--- config.mk ---
export PLATFORM = sky130hd
export DESIGN_NAME = store_rmw_controller_flat
export DESIGN_NICKNAME = d
export VERILOG_FILES = /design/src/rtl/store_rmw_if.sv /design/src/rtl/store_rmw_controller.sv /design/src/flat_wrapper.sv
export SDC_FILE = /design/constraint.sdc
export NUM_CORES = 1
export LEC_CHECK = 0
export CORE_MARGIN = 8
export CORE_UTILIZATION = 47
export DETAILED_ROUTE_END_ITERATION = 7
export GPL_TIMING_DRIVEN = 0
export PLACE_DENSITY = 0.94
export SETUP_SLACK_MARGIN = 0.5
export SYNTH_ARGS = -nofsm -noshare
export SYNTH_HDL_FRONTEND = slang
export SYNTH_SLANG_ARGS = --single-unit
export TNS_END_PERCENT = 10
--- constraint.sdc ---
create_clock -name clk -period 2.54 [get_ports clk]
set_input_delay 0.508 -clock clk [delete_from_list [all_inputs] [get_ports clk]]
set_output_delay 0.508 -clock clk [all_outputs]
set_load 0.02 [all_outputs]
--- src/rtl/store_rmw_if.sv ---
// Bus bundle between the main control unit, the store sequencer and the data memory.
// Handshake: start is a request sampled only while busy=0 (IDLE); it is accepted on that clock edge,
// busy rises the following cycle, and done pulses for exactly one cycle to close the operation.
interface store_rmw_if;
  logic        start;
  logic [1:0]  StoreControl;
  logic [31:0] Address;
  logic [31:0] RegB;
  logic [31:0] MemDataIn;
  logic [31:0] MemAddr;
  logic        MemWrite;
  logic [31:0] MemDataOut;
  logic        busy;
  logic        done;
  logic        AddrError;

  modport slave (
    input  start, StoreControl, Address, RegB, MemDataIn,
    output MemAddr, MemWrite, MemDataOut, busy, done, AddrError
  );

  modport master (
    output start, StoreControl, Address, RegB, MemDataIn,
    input  MemAddr, MemWrite, MemDataOut, busy, done, AddrError
  );
endinterface

--- src/rtl/store_rmw_controller.sv ---
// Store sequencer for sb/sh/sw: word stores write directly, byte/half stores read the
// target word, merge the low byte/half of the store data into it and write it back.
module store_rmw_controller #(
  parameter int READ_LAT = 1
) (
  input  logic       clk,
  input  logic       reset,
  store_rmw_if.slave bus,
  output logic [2:0] dbg_state_o
);

  typedef enum logic [2:0] {
    S_IDLE  = 3'd0,
    S_READ  = 3'd1,
    S_MERGE = 3'd2,
    S_WRITE = 3'd3,
    S_DONE  = 3'd4
  } state_t;

  localparam logic [1:0] LAT_INIT = 2'(READ_LAT - 1);

  state_t      state_q, state_d;
  logic [1:0]  sc_q, sc_d;
  logic [1:0]  cnt_q, cnt_d;
  logic [31:0] addr_q, addr_d;
  logic [31:0] data_q, data_d;
  logic [31:0] mdo_q, mdo_d;
  logic        err_q, err_d;
  logic        misaligned;
  logic [31:0] keep_mask;

  always_comb begin
    misaligned = ((bus.StoreControl == 2'd2) && bus.Address[0]) ||
                 ((bus.StoreControl == 2'd3) && (bus.Address[1:0] != 2'b00));
  end

  // Bits set in keep_mask come from memory; the rest come from the store data.
  always_comb begin
    keep_mask = (sc_q == 2'd1) ? 32'hFFFF_FF00 : 32'hFFFF_0000;
  end

  always_ff @(posedge clk or negedge reset) begin
    if (!reset) begin
      state_q <= S_IDLE;
      sc_q    <= 2'd0;
      cnt_q   <= 2'd0;
      addr_q  <= 32'd0;
      data_q  <= 32'd0;
      mdo_q   <= 32'd0;
      err_q   <= 1'b0;
    end else begin
      state_q <= state_d;
      sc_q    <= sc_d;
      cnt_q   <= cnt_d;
      addr_q  <= addr_d;
      data_q  <= data_d;
      mdo_q   <= mdo_d;
      err_q   <= err_d;
    end
  end

  always_comb begin
    state_d = state_q;
    sc_d    = sc_q;
    cnt_d   = cnt_q;
    addr_d  = addr_q;
    data_d  = data_q;
    mdo_d   = mdo_q;
    err_d   = err_q;
    case (state_q)
      S_IDLE: begin
        if (bus.start) begin
          sc_d   = bus.StoreControl;
          addr_d = bus.Address;
          data_d = bus.RegB;
          err_d  = misaligned;
          if (misaligned || (bus.StoreControl == 2'd0)) begin
            state_d = S_DONE;
          end else if (bus.StoreControl == 2'd3) begin
            state_d = S_WRITE;
          end else begin
            cnt_d   = LAT_INIT;
            state_d = S_READ;
          end
        end
      end
      S_READ: begin
        if (cnt_q == 2'd0) begin
          state_d = S_MERGE;
        end else begin
          cnt_d = cnt_q - 2'd1;
        end
      end
      S_MERGE: begin
        // The merged word replaces the latched store data so WRITE has a single source.
        data_d  = (bus.MemDataIn & keep_mask) | (data_q & ~keep_mask);
        state_d = S_WRITE;
      end
      S_WRITE: begin
        mdo_d   = data_q;
        state_d = S_DONE;
      end
      S_DONE: begin
        state_d = S_IDLE;
      end
      default: begin
        state_d = S_IDLE;
      end
    endcase
  end

  // Strobes decode straight from the state register so an async reset drops them at once.
  always_comb begin
    bus.MemAddr    = addr_q;
    bus.MemWrite   = (state_q == S_WRITE);
    bus.MemDataOut = (state_q == S_WRITE) ? data_q : mdo_q;
    bus.busy       = (state_q != S_IDLE);
    bus.done       = (state_q == S_DONE);
    bus.AddrError  = (state_q == S_DONE) && err_q;
    dbg_state_o    = state_q;
  end

endmodule
--- src/flat_wrapper.sv ---
// flat-port wrapper written by rule: the top's interface ports become plain ports
module store_rmw_controller_flat 
#(
  parameter int READ_LAT = 1
)
  (clk, reset, dbg_state_o, bus_start, bus_StoreControl, bus_Address, bus_RegB, bus_MemDataIn, bus_MemAddr, bus_MemWrite, bus_MemDataOut, bus_busy, bus_done, bus_AddrError);
  store_rmw_if bus_i ();
  input  logic clk;
  input  logic reset;
  output logic [2:0] dbg_state_o;
  input wire logic [$bits(bus_i.start)-1:0] bus_start;
  input wire logic [$bits(bus_i.StoreControl)-1:0] bus_StoreControl;
  input wire logic [$bits(bus_i.Address)-1:0] bus_Address;
  input wire logic [$bits(bus_i.RegB)-1:0] bus_RegB;
  input wire logic [$bits(bus_i.MemDataIn)-1:0] bus_MemDataIn;
  output wire logic [$bits(bus_i.MemAddr)-1:0] bus_MemAddr;
  output wire logic [$bits(bus_i.MemWrite)-1:0] bus_MemWrite;
  output wire logic [$bits(bus_i.MemDataOut)-1:0] bus_MemDataOut;
  output wire logic [$bits(bus_i.busy)-1:0] bus_busy;
  output wire logic [$bits(bus_i.done)-1:0] bus_done;
  output wire logic [$bits(bus_i.AddrError)-1:0] bus_AddrError;
  assign bus_i.start = bus_start;
  assign bus_i.StoreControl = bus_StoreControl;
  assign bus_i.Address = bus_Address;
  assign bus_i.RegB = bus_RegB;
  assign bus_i.MemDataIn = bus_MemDataIn;
  assign bus_MemAddr = bus_i.MemAddr;
  assign bus_MemWrite = bus_i.MemWrite;
  assign bus_MemDataOut = bus_i.MemDataOut;
  assign bus_busy = bus_i.busy;
  assign bus_done = bus_i.done;
  assign bus_AddrError = bus_i.AddrError;
  store_rmw_controller #(.READ_LAT(READ_LAT)) u_core (.clk(clk), .reset(reset), .bus(bus_i), .dbg_state_o(dbg_state_o));
endmodule
== Word level (Yosys, flattened, before mapping) ==
Index checks and enable logic that the tools add are counted.
Word-level totals
  register bits after elaboration: 104
  output and inout bits: 71
Operators by class
  add/sub/neg operators: 1
  equality and inequality tests: 12
  muxes and demuxes: 14
  bitwise logic cells: 4
  reduce and logical (&&, ||, !) cells: 16
Operator list (count)
  32-bit bitwise AND: 2
  32-bit 2-to-1 mux: 2
  32-bit case mux with 2 select lines: 1
  32-bit NOT: 1
  32-bit bitwise OR: 1
  16-bit 2-to-1 mux: 1
  3-bit case mux with 4 select lines: 1
  2-bit 2-to-1 mux: 5
  3-bit 2-to-1 mux: 3
  2-bit inequality test, second input constant: 4
  3-bit by 2-bit == test with 1-bit output, second input constant: 2
  2-bit AND reduction: 3
  2-bit nonzero test: 3
  5-bit AND reduction: 1
  2-bit == test, second input constant: 2
  2-bit zero test: 2
  2-bit case mux with 2 select lines: 1
  3-bit by 1-bit == test with 1-bit output, second input constant: 1
  3-bit == test, second input constant: 1
  1-bit logical AND: 3
  3-bit zero test: 1
  3-bit nonzero test: 1
  2-bit by 1-bit == test with 1-bit output, second input constant: 1
  1-bit logical OR: 2
  other kinds (2): 2

== Depth between registers and ports, before layout ==
  word-level depth: 7
  mapped depth: 6

== Least setup slack after synthesis ==
OpenSTA, ideal clock, no wires.
  kind: reg2out
  start: register u_core.state_q[1], in the netlist u_core.dbg_state_o[1]
  end: output bus_MemDataOut[10]
  arrival time: 1480 ps
  data required time: 2032 ps
  path slack: 552 ps
  cell stages (with the launch flop): 5
  path buffers: 2
  cell sequence: dfrtp_1 -> buf_2 -> nand3_1 -> buf_2 -> mux2_2
Between the ends
  word-level cells in the longest chain between the ends: 2
Ends and longest elaborated chain
  start, declared: RTL line store_rmw_controller.sv:22  | state_t state_q, state_d;
  start signal, assigned: RTL line store_rmw_controller.sv:52  | state_q <= state_d;
  3-bit by 2-bit == test with 1-bit output: RTL line store_rmw_controller.sv:116  | bus.MemDataOut = (state_q == S_WRITE) ? data_q : mdo_q;
  32-bit 2-to-1 mux: RTL line store_rmw_controller.sv:116
  end, declared: RTL line flat_wrapper.sv:18  | output wire logic [$bits(bus_i.MemDataOut)-1:0] bus_MemDataOut;
No other way between the ends.

== Worst setup path in the final report ==
  start: register u_core.state_q[2], in the netlist u_core.dbg_state_o[2]
  end: output bus_busy
Between the ends
  word-level cells in the longest chain between the ends: 1
Ends and longest elaborated chain
  3-bit nonzero test: RTL line store_rmw_controller.sv:117  | bus.busy = (state_q != S_IDLE);
  end, declared: RTL line flat_wrapper.sv:19  | output wire logic [$bits(bus_i.busy)-1:0] bus_busy;
No other way between the ends.

==> results_dict.tcl <==
set metrics [dict create \
    p_leak_nw 2.91 \
    synth_edf_count 0 \
    drive_above_1_share 0.196 \
    endpoint_kind "output port" \
    drv_slew 0 \
    synth_top_area_share 0.602 \
    first_pass_iters 4 \
    hold_ws_ps 216 \
    cp_max_fo 7 \
    grt_usage 0.196 \
    worst_slew_pin_slew_ps 803 \
    reg2reg_depth 7 \
    synth_top_cell_by_area "dfrtp_1" \
    syn-num-nets 499 \
    synth_commonest_cells "119 x nand2_1, 104 x dfrtp_1, 32 x mux2_2" \
    fmax_ghz 0.426 \
    cts.clk_slew.worst_paths_ps 110 \
    grt_pass1_wl_mm 19.9 \
    slew_headroom 0.465 \
    rows 35 \
    fin_worst_skew_ps 15.3 \
    ys_top_cells_by_area "dfrtp_1 60%, nand2_1 10%, mux2_2 8.3%" \
    synth.most_common_cell "nand2_1" \
    r2r_end "u_core.data_q[4]" \
    die-area_sq_um 12500 \
    cp.arrival_ps 1840 \
    syn-cell-area_sq_um 4320 \
    hpwlAfterDp_mm 9.28 \
    finalCritPeriodShare 0.924 \
    synth_ff_type "dfrtp_1" \
    reg2reg_setup_slack_ps 510 \
    htree_num_levels 3 \
    first_global_vias 4010 \
    fin_ws_ps 193 \
    hold_class "in2async" \
    synth_cells 397 \
    critical_path_class "reg2out" \
    finalSetupViolations 0 \
    insertion_delay_ps 360 \
    status "complete, no violations" \
    async_flop_share 1.00 \
    clkSinkCount 104 \
    grt_max_degree 64 \
    synth_seq_cells 104 \
    fin_crit_ps 2350 \
    ys_warn_count 0 \
    drv_cap 0 \
    r2r-start "u_core.dbg_state_o[1]" \
    vias_per_cell 5.22 \
    pwr_density_cell_nw_per_um2 1300 \
    nNetsFinal 683 \
    start_util 0.477 \
    die_y_microns 112 \
    num_io_pins 172 \
    cts_made_buffers 9 \
    via_count 3637 \
    ys_seq_area_frac 0.602 \
    die_w_microns 112 \
    wire_per_inst_microns 17.9 \
    tritoncts "yes" \
    startpoint_type "register" \
    postRouteAntennaNets 0 \
    synth_area_per_cell_sq_um 10.9 \
    antenna_found_initial 0 \
    hold_viol 0 \
    dpl_worst_slack_ps -176 \
    numPortBuffers 162 \
    cp-startpoint "u_core.dbg_state_o[2]" \
    drc 0 \
    coreArea_sq_um 9060 \
    diodes 0 \
    cp.required_ps 2030 \
    synth_cell_type_count 38 \
    drt_wl_total_mm 12.5 \
    synthToLayoutAreaGrowth_pct 47.2 \
    cts_buffer_depth 2 \
    grt-ovfl-total 0 \
    rsz0062_at_grt "yes" \
    endpoint "bus_busy" \
    drt_iter0_drc 194 \
    vdd_drop_max_v 0.000670 \
    cts_root_buf "clkbuf_8" \
    globalplace.congestion 0.862 \
]
[kinds of logic after synthesis]
family,after synthesis,synth area share
AOI/OAI and AO/OA,47,0.0770
adders and majority gates,1,0.00289
buffers and inverters,31,0.0339
DFF,104,0.602
muxes,48,0.120
and+or+nand+nor,166,0.164
[routing by layer]
metal / share of wire / vias to the layer above / GRT usage / routed length, microns
met5: 0 / - / 0 / 0
met4: 0.019 / 0 / 0.0811 / 240
met3: 0.075 / 26 / 0.0601 / 935
met2: 0.49 / 154 / 0.319 / 6100
met1: 0.42 / 1765 / 0.236 / 5230
li1: - / 1692 / - / -
[cell type report]
cell class              count  area, sq um
flip-flops and latches    104         2600
clock inverters             7         53.8
fillers                   677         2700
plain buffers              26          171
multi-input cells         262         1590
well taps                 111          139
repair buffers            173         1660
clock buffers               9          124
inverters                   5         23.8
[worst min-delay path by stage]
| stage | from | end | slack [ps] | cells after the start |
|---|---|---|---|---|
| final | reset | u_core.bus.MemAddr[25] | 220 | 1 |
| after CTS | reset | u_core.bus.MemAddr[25] | 240 | 1 |
| after detailed placement | u_core.sc_q[1] | u_core.sc_q[1] | 450 | 2 |
| after floorplan | reset | async pin | 210 | 0 |
| after global placement | u_core.data_q[4] | u_core.data_q[4] | 450 | 2 |
| after global routing | reset | u_core.bus.MemAddr[25] | 270 | 1 |
[state kept, by name, indices dropped and copies added (netlist names), named ones only]
name and flops:
u_core.bus.MemAddr 32, u_core.cnt_q 2, u_core.data_q 24, u_core.dbg_state_o 3, u_core.err_q 1, u_core.mdo_q 32, u_core.sc_q 2
[metrics by stage]
stage / setup TNS, ps / power (mW) / utilization / std cells / area, sq um
2_1_floorplan: 0 / 5.33 / - / 397 / 4320
3_3_place_gp: -275670 / 7.17 / 0.671 / 670 / 6080
3_5_place_dp: -4260 / 7.37 / 0.673 / 671 / 6100
4_1_cts: 0 / 8.29 / 0.704 / 689 / 6380
5_1_grt: 0 / 8.85 / 0.702 / 697 / 6360
6_report: 0 / 8.30 / 0.702 / 697 / 6360
[worst max-delay path, cell delays in order, from the launching register on]
cell and delay [ps]:
dfrtp_1 400, buf_6 140, or3_1 400, clkdlybuf4s50_1 560
[cell usage in the layout, fill, tap and decap left out, types with 2 or more instances in the layout]
cell type        instances
nand2b_1                 3
clkbuf_1                10
o21a_1                   8
or3_1                    2
inv_6                    3
mux2_2                  31
mux2i_1                 16
buf_8                    3
dlygate4sd2_1            2
buf_2                   29
dfrtp_1                104
clkbuf_16                3
o21ai_0                  6
inv_1                    4
buf_6                   12
clkbuf_8                 9
clkinvlp_4               3
or2_2                    2
o32a_1                   8
a21oi_1                 17
buf_4                   10
nand2_1                119
nor2_1                  18
o211ai_1                 2
clkdlybuf4s50_1        126
nand3_1                  9
[power by group]
| part | leakage, nW | switching [mW] | internal [mW] | total (mW) |
|---|---|---|---|---|
| sequential | 1.24 | 0.348 | 2.47 | 2.82 |
| clock | 0.0822 | 0.570 | 0.364 | 0.933 |
| combinational | 1.59 | 2.48 | 2.07 | 4.55 |
[what timing repair did]
item                       4_1_cts  5_1_grt
setup endpoints to repair       36       36
buffers inserted                 2        5
hold endpoints to repair         0        0
pin swaps                        1        1
gates resized for setup        113       63
cloned                           0        3
hold buffers                     0        0
Note: power is estimated with default switching activity, not from simulation.
